File: src/rtl/stmc_pair_packer.sv
// stmc_pair_packer: buffers 16-bit halfwords in a small circular FIFO and
// packs them into 32-bit words for the STMC halfword splitter. Each output
// word carries a 2-bit code: 11 = pair, 10 = lone halfword closing a burst,
// 01 = lone halfword released by the idle timeout, 00 = idle.
//
// Handshake: a halfword moves on the input when in_valid_i && in_ready_o
// are both high at a rising edge; in_ready_o depends only on registered
// state. The output side has no ready; out_stall_i simply forbids pops, and
// a non-zero out_ctl_o is a one-cycle strobe the splitter must consume.
module stmc_pair_packer #(
  parameter int DEPTH         = 8,
  parameter int FLUSH_TIMEOUT = 15,
  parameter int CNT_W         = $clog2(DEPTH) + 1
) (
  input  logic             clk,
  input  logic             rst,
  input  logic             in_valid_i,
  input  logic [15:0]      in_data_i,
  input  logic             in_last_i,
  output logic             in_ready_o,
  input  logic             out_stall_i,
  output logic [1:0]       out_ctl_o,
  output logic [31:0]      out_data_o,
  output logic [CNT_W-1:0] fill_level_o
);

  localparam int PTR_W = $clog2(DEPTH);
  localparam int TMR_W = (FLUSH_TIMEOUT > 1) ? $clog2(FLUSH_TIMEOUT + 1) : 1;

  localparam logic [1:0] CTL_IDLE = 2'b00;
  localparam logic [1:0] CTL_TMO  = 2'b01;
  localparam logic [1:0] CTL_LAST = 2'b10;
  localparam logic [1:0] CTL_PAIR = 2'b11;

  // Storage and registered state
  logic [15:0]      mem_q [DEPTH];
  logic [PTR_W-1:0] wr_ptr_q, wr_ptr_d;
  logic [PTR_W-1:0] rd_ptr_q, rd_ptr_d;
  logic [CNT_W-1:0] count_q, count_d;
  logic [TMR_W-1:0] timer_q, timer_d;
  logic             flush_q, flush_d;
  logic [1:0]       ctl_q, ctl_d;
  logic [31:0]      data_q, data_d;

  // Combinational helpers
  logic             push;
  logic [1:0]       pop_cnt;
  logic [PTR_W-1:0] rd_ptr_nxt;
  logic             one_stored;
  logic             timer_hit;

  assign in_ready_o   = (count_q < CNT_W'(DEPTH));
  assign push         = in_valid_i && in_ready_o;
  assign rd_ptr_nxt   = rd_ptr_q + PTR_W'(1);
  assign one_stored   = (count_q == CNT_W'(1));
  assign timer_hit    = (FLUSH_TIMEOUT != 0) && (timer_q == TMR_W'(FLUSH_TIMEOUT));

  assign out_ctl_o    = ctl_q;
  assign out_data_o   = data_q;
  assign fill_level_o = count_q;

  // Pop decision and packing of the next output word (stall > pair > last > timeout)
  always_comb begin
    pop_cnt = 2'd0;
    ctl_d   = CTL_IDLE;
    data_d  = 32'h0;
    if (out_stall_i) begin
      pop_cnt = 2'd0;
    end else if (count_q >= CNT_W'(2)) begin
      pop_cnt = 2'd2;
      ctl_d   = CTL_PAIR;
      data_d  = {mem_q[rd_ptr_nxt], mem_q[rd_ptr_q]};
    end else if (one_stored && flush_q) begin
      pop_cnt = 2'd1;
      ctl_d   = CTL_LAST;
      data_d  = {16'h0, mem_q[rd_ptr_q]};
    end else if (one_stored && timer_hit) begin
      pop_cnt = 2'd1;
      ctl_d   = CTL_TMO;
      data_d  = {16'h0, mem_q[rd_ptr_q]};
    end
  end

  // Pointer, fill count, idle timer and burst-flush bookkeeping
  always_comb begin
    wr_ptr_d = wr_ptr_q;
    rd_ptr_d = rd_ptr_q + PTR_W'(pop_cnt);
    count_d  = count_q + CNT_W'(push) - CNT_W'(pop_cnt);
    timer_d  = timer_q;
    flush_d  = flush_q;

    if (push) begin
      wr_ptr_d = wr_ptr_q + PTR_W'(1);
    end

    // Timer only runs while exactly one halfword waits untouched; a stall
    // freezes it so a held-off halfword does not time out early.
    if (push || (pop_cnt != 2'd0) || !one_stored) begin
      timer_d = '0;
    end else if (out_stall_i) begin
      timer_d = timer_q;
    end else if (!timer_hit && (FLUSH_TIMEOUT != 0)) begin
      timer_d = timer_q + TMR_W'(1);
    end

    // Set wins over clear so a new burst end is never lost.
    if (push && in_last_i) begin
      flush_d = 1'b1;
    end else if ((pop_cnt != 2'd0) && (count_q == CNT_W'(pop_cnt)) && !push) begin
      flush_d = 1'b0;
    end
  end

  // State registers with asynchronous reset
  always_ff @(posedge clk or posedge rst) begin
    if (rst) begin
      wr_ptr_q <= '0;
      rd_ptr_q <= '0;
      count_q  <= '0;
      timer_q  <= '0;
      flush_q  <= 1'b0;
      ctl_q    <= CTL_IDLE;
      data_q   <= 32'h0;
    end else begin
      wr_ptr_q <= wr_ptr_d;
      rd_ptr_q <= rd_ptr_d;
      count_q  <= count_d;
      timer_q  <= timer_d;
      flush_q  <= flush_d;
      ctl_q    <= ctl_d;
      data_q   <= data_d;
    end
  end

  // FIFO storage write; contents need no reset since the count guards reads
  always_ff @(posedge clk) begin
    if (push) begin
      mem_q[wr_ptr_q] <= in_data_i;
    end
  end

endmodule

File: config.mk
export PLATFORM = sky130hd
export DESIGN_NAME = stmc_pair_packer
export DESIGN_NICKNAME = d
export VERILOG_FILES = /design/src/rtl/stmc_pair_packer.sv
export SDC_FILE = /design/constraint.sdc
export NUM_CORES = 1
export LEC_CHECK = 0
export ABC_AREA = 1
export CAP_MARGIN = 20
export CORE_MARGIN = 3
export CORE_UTILIZATION = 40
export DETAILED_ROUTE_END_ITERATION = 10
export GPL_ROUTABILITY_DRIVEN = 1
export PLACE_DENSITY = 0.57
export SYNTH_ARGS = -nofsm -noshare
export SYNTH_HDL_FRONTEND = slang
export SYNTH_SLANG_ARGS = --single-unit
File: constraint.sdc
create_clock -name clk -period 3 [get_ports clk]
set_clock_uncertainty 0.15 [all_clocks]
set_input_delay 0.3 -clock clk [delete_from_list [all_inputs] [get_ports clk]]
set_output_delay 0.3 -clock clk [all_outputs]
set_load 0.03 [all_outputs]
==> run_results.csv <==
group,metric,value,unit
placed_design,gp_congestion,0.831,
worst_setup_path,r2r_cells,7,
logic_synthesis,synth_seq_area_share,0.618,
logic_synthesis,avgSynthCellArea,10.1,µm²
pwr,power.density,1110,mW/mm²
clock_network,worstSkewPairLatency,0.43,ns
worst_setup_path,r2r-start,"rd_ptr_q[0]",
timing,fin_ws,0.514,ns
floorplanning,die_x,149,µm
final_layout,n_antenna_cell,0,
floorplanning,die-area,0.0223,mm²
worst_hold_path,worst_hold_path_type,"input port to asynchronous set/reset pin",
drt,vias,6168,
clock_network,cts.sinks,177,
final_layout,nFillCells,1755,
worst_setup_path,crit_chain,"clkinv_2 -> buf_12 -> a21oi_1 -> o21ai_0 -> nand2_1 -> nand2_1 -> a21oi_1",
global_route,gr-max-usage-layer,"met2",
drt,drt_iter0_drc,520,
pwr,p_leak,3.88,nW
worst_setup_path,crit_path_end_kind,"flop",
final_layout,utilization,0.493,
logic_synthesis,netlist_area,0.00820,mm²
global_route,use_met2,0.305,
drt,drc,0,
placed_design,port_buffers,59,
global_route,grt.overflow.total,0,
final_layout,drive_above_1_share,0.0875,
final_layout,finalInstanceArea,0.00975,mm²
pwr,vdd_ir_drop_max,0.000986,V
global_route,grt_pass1_wl,32.9,mm
floorplanning,chipHeight,149,µm
clock_network,cts_setup_buffers,0,
clock_network,clk_pin_slew,0.07,ns
drt,wl_per_cell,18.2,µm
floorplanning,initial_core_util,0.415,
clock_network,clock_path_buffers,2,
global_route,grt.total_usage,0.193,
final_layout,nets,898,
worst_setup_path,required,3.19,ns
placed_design,dpl.hpwl,12.7,mm
clock_network,cts_inserted_buffers,17,
timing,worstMarginPinSlew,1.01,ns
logic_synthesis,synth_edf_count,128,
drt,via_per_inst,5.39,
logic_synthesis,mappedNetlistNets,841,
timing,finalSetupTns,0,ns
timing,max_freq,402,MHz
worst_setup_path,timing.critical_path.buf_inv,2,
global_route,use_met3,0.0365,
worst_setup_path,cp_slowest_cell,"dfrtp_4",
worst_setup_path,critPathArrivalTime,2.67,ns
drt,dr.pass1.iters,5,
global_route,grtUsageMet1,0.268,
clock_network,postCtsResizedCells,0,
run,maxCapViolCount,0,
placed_design,place_ws,0.582,ns
worst_setup_path,crit_path_max_fanout,50,
drt,ant_nets,0,
global_route,antenna_found_initial,0,
timing,finalMaxSlewViolations,0,
outcome,status,"finished clean",
final_layout,areaGrowthSynthToFinish,18.8,%
worst_setup_path,r2r-end,"out_data_o[8]",
worst_setup_path,worstSetupPathType,"flop to flop",
worst_setup_path,critPathTopFamily,"buffers and inverters",
timing,rsz0062_at_grt,"false",
worst_setup_path,r2r_setup_slack,0.51,ns
timing,period_share,0.829,
worst_setup_path,slowest_delay,0.62,ns
global_route,grt_pass1_vias,6067,
logic_synthesis,syn-instance-count,810,
timing,period_needed,2.49,ns
global_route,grt_max_degree,106,
logic_synthesis,yosys_warnings,0,
placed_design,place_area,0.00911,mm²
floorplanning,core_area,0.0198,mm²
clock_network,clockRootBuffer,"clkbuf_16",
floorplanning,pin_count,60,
timing,hold_viol,0,
worst_setup_path,start_kind,"flop",
timing,slew_headroom,0.325,
floorplanning,rows,51,
logic_synthesis,synth_ff_type,"edfxtp_1",
drt,routed_wl,20.9,mm
logic_synthesis,synthDistinctLibCells,29,
clock_network,cts_tree,"done",
clock_network,ctsHoldBuffers,0,
logic_synthesis,ys_seq_elements,177,
timing,setup_viol,0,
logic_synthesis,async_flop_share,0.277,
clock_network,h-tree-depth,4,
==> synth_stat cells, types with 3 or more instances <==
master	instances	area [µm²]
o21ai_0	71	355
edfxtp_1	128	3840
nand2_1	160	601
inv_1	71	267
o21ai_2	10	87.6
xor2_1	6	52.6
buf_6	5	56.3
clkbuf_1	16	60.1
dfrtp_1	49	1230
o21ai_1	15	75.1
ha_1	8	100
nor2_1	82	308
o211ai_1	45	338
nand3_1	6	30.0
or2_2	3	18.8
or2_0	6	37.5
a21oi_1	82	410
buf_2	20	100
or2_1	8	50.1
buf_4	5	37.5
==> logic make-up after synthesis <==
logic type / Yosys count / synth area share
simple gates: 268 / 0.130
buf+inv: 121 / 0.0653
xor+xnor: 9 / 0.0119
compound gates: 225 / 0.157
fa+ha+maj: 10 / 0.0171
flops: 177 / 0.618
==> how the worst max path moves through the flow <==
stage                               start         endpoint  slack [ns]  depth (start not counted)
after floorplan           fill_level_o[3]  fill_level_o[2]        0.32                          9
after global placement         in_valid_i     mem_q[2][12]        0.66                          8
after detailed placement      rd_ptr_q[0]   out_data_o[13]        0.58                          7
after CTS                     rd_ptr_q[0]   out_data_o[13]        0.58                          7
after global routing          rd_ptr_q[0]    out_data_o[6]        0.33                          7
final                         rd_ptr_q[0]    out_data_o[8]        0.51                          7
==> power breakdown <==
group          switching, mW  total (mW)  internal [mW]
clock                  0.928        2.41           1.48
combinational           3.35        5.06           1.71
sequential             0.267        3.36           3.10
==> sequential cells by signal, indices dropped and copies added, names as in the netlist <==
name / cells
rd_ptr_q: 3
fill_level_o: 4
timer_q: 4
out_data_o: 32
out_ctl_o: 2
flush_q: 1
wr_ptr_q: 3
mem_q: 128
==> layout by cell type, fill, tap and decap left out, types with 3 or more instances in the layout <==
cell type / Yosys / final
o21ai_1: 15 / 15
o21ai_0: 71 / 71
buf_4: 5 / 24
clkdlybuf4s50_1: 0 / 59
bufinv_16: 0 / 5
or2_2: 3 / 3
o211ai_1: 45 / 45
buf_12: 0 / 3
nor2_1: 82 / 82
nand3_1: 6 / 6
clkinv_2: 0 / 3
xor2_1: 6 / 6
clkbuf_16: 0 / 17
dfrtp_1: 49 / 48
edfxtp_1: 128 / 128
o21ai_2: 10 / 10
a21oi_1: 82 / 82
inv_6: 0 / 3
nand2_1: 160 / 160
or2_0: 6 / 6
ha_1: 8 / 8
inv_1: 71 / 70
or2_1: 8 / 8
==> final cells by class <==
| cell class | instances | area (µm²) | share of cell area |
|---|---|---|---|
| sequential | 177 | 5070 | 0.521 |
| multi-input combinational | 512 | 2600 | 0.266 |
| timing repair buffer | 86 | 831 | 0.0852 |
| clock buffer | 18 | 429 | 0.0440 |
| tap | 265 | 332 | 0.0340 |
| inverter | 73 | 275 | 0.0282 |
| clock inverter | 14 | 210 | 0.0216 |
==> through the flow <==
stage          hold slack, ns  cells  power (mW)
4_1_cts                 0.106   1145        10.8
6_report               0.0879   1145        10.8
5_1_grt                 0.129   1145        11.5
3_3_place_gp            0.296   1113        8.25
3_5_place_dp            0.333   1113        8.41
2_1_floorplan           0.249    810        6.86
==> routing by layer <==
| metal | routed length (µm) | share of wire | up-vias |
|---|---|---|---|
| met5 | 0 | 0 | - |
| met4 | 404 | 0.019 | 0 |
| met3 | 1270 | 0.061 | 44 |
| met2 | 9940 | 0.48 | 247 |
| met1 | 9250 | 0.44 | 3009 |
| li1 | - | - | 2868 |
(Power assumes the default switching activity.)
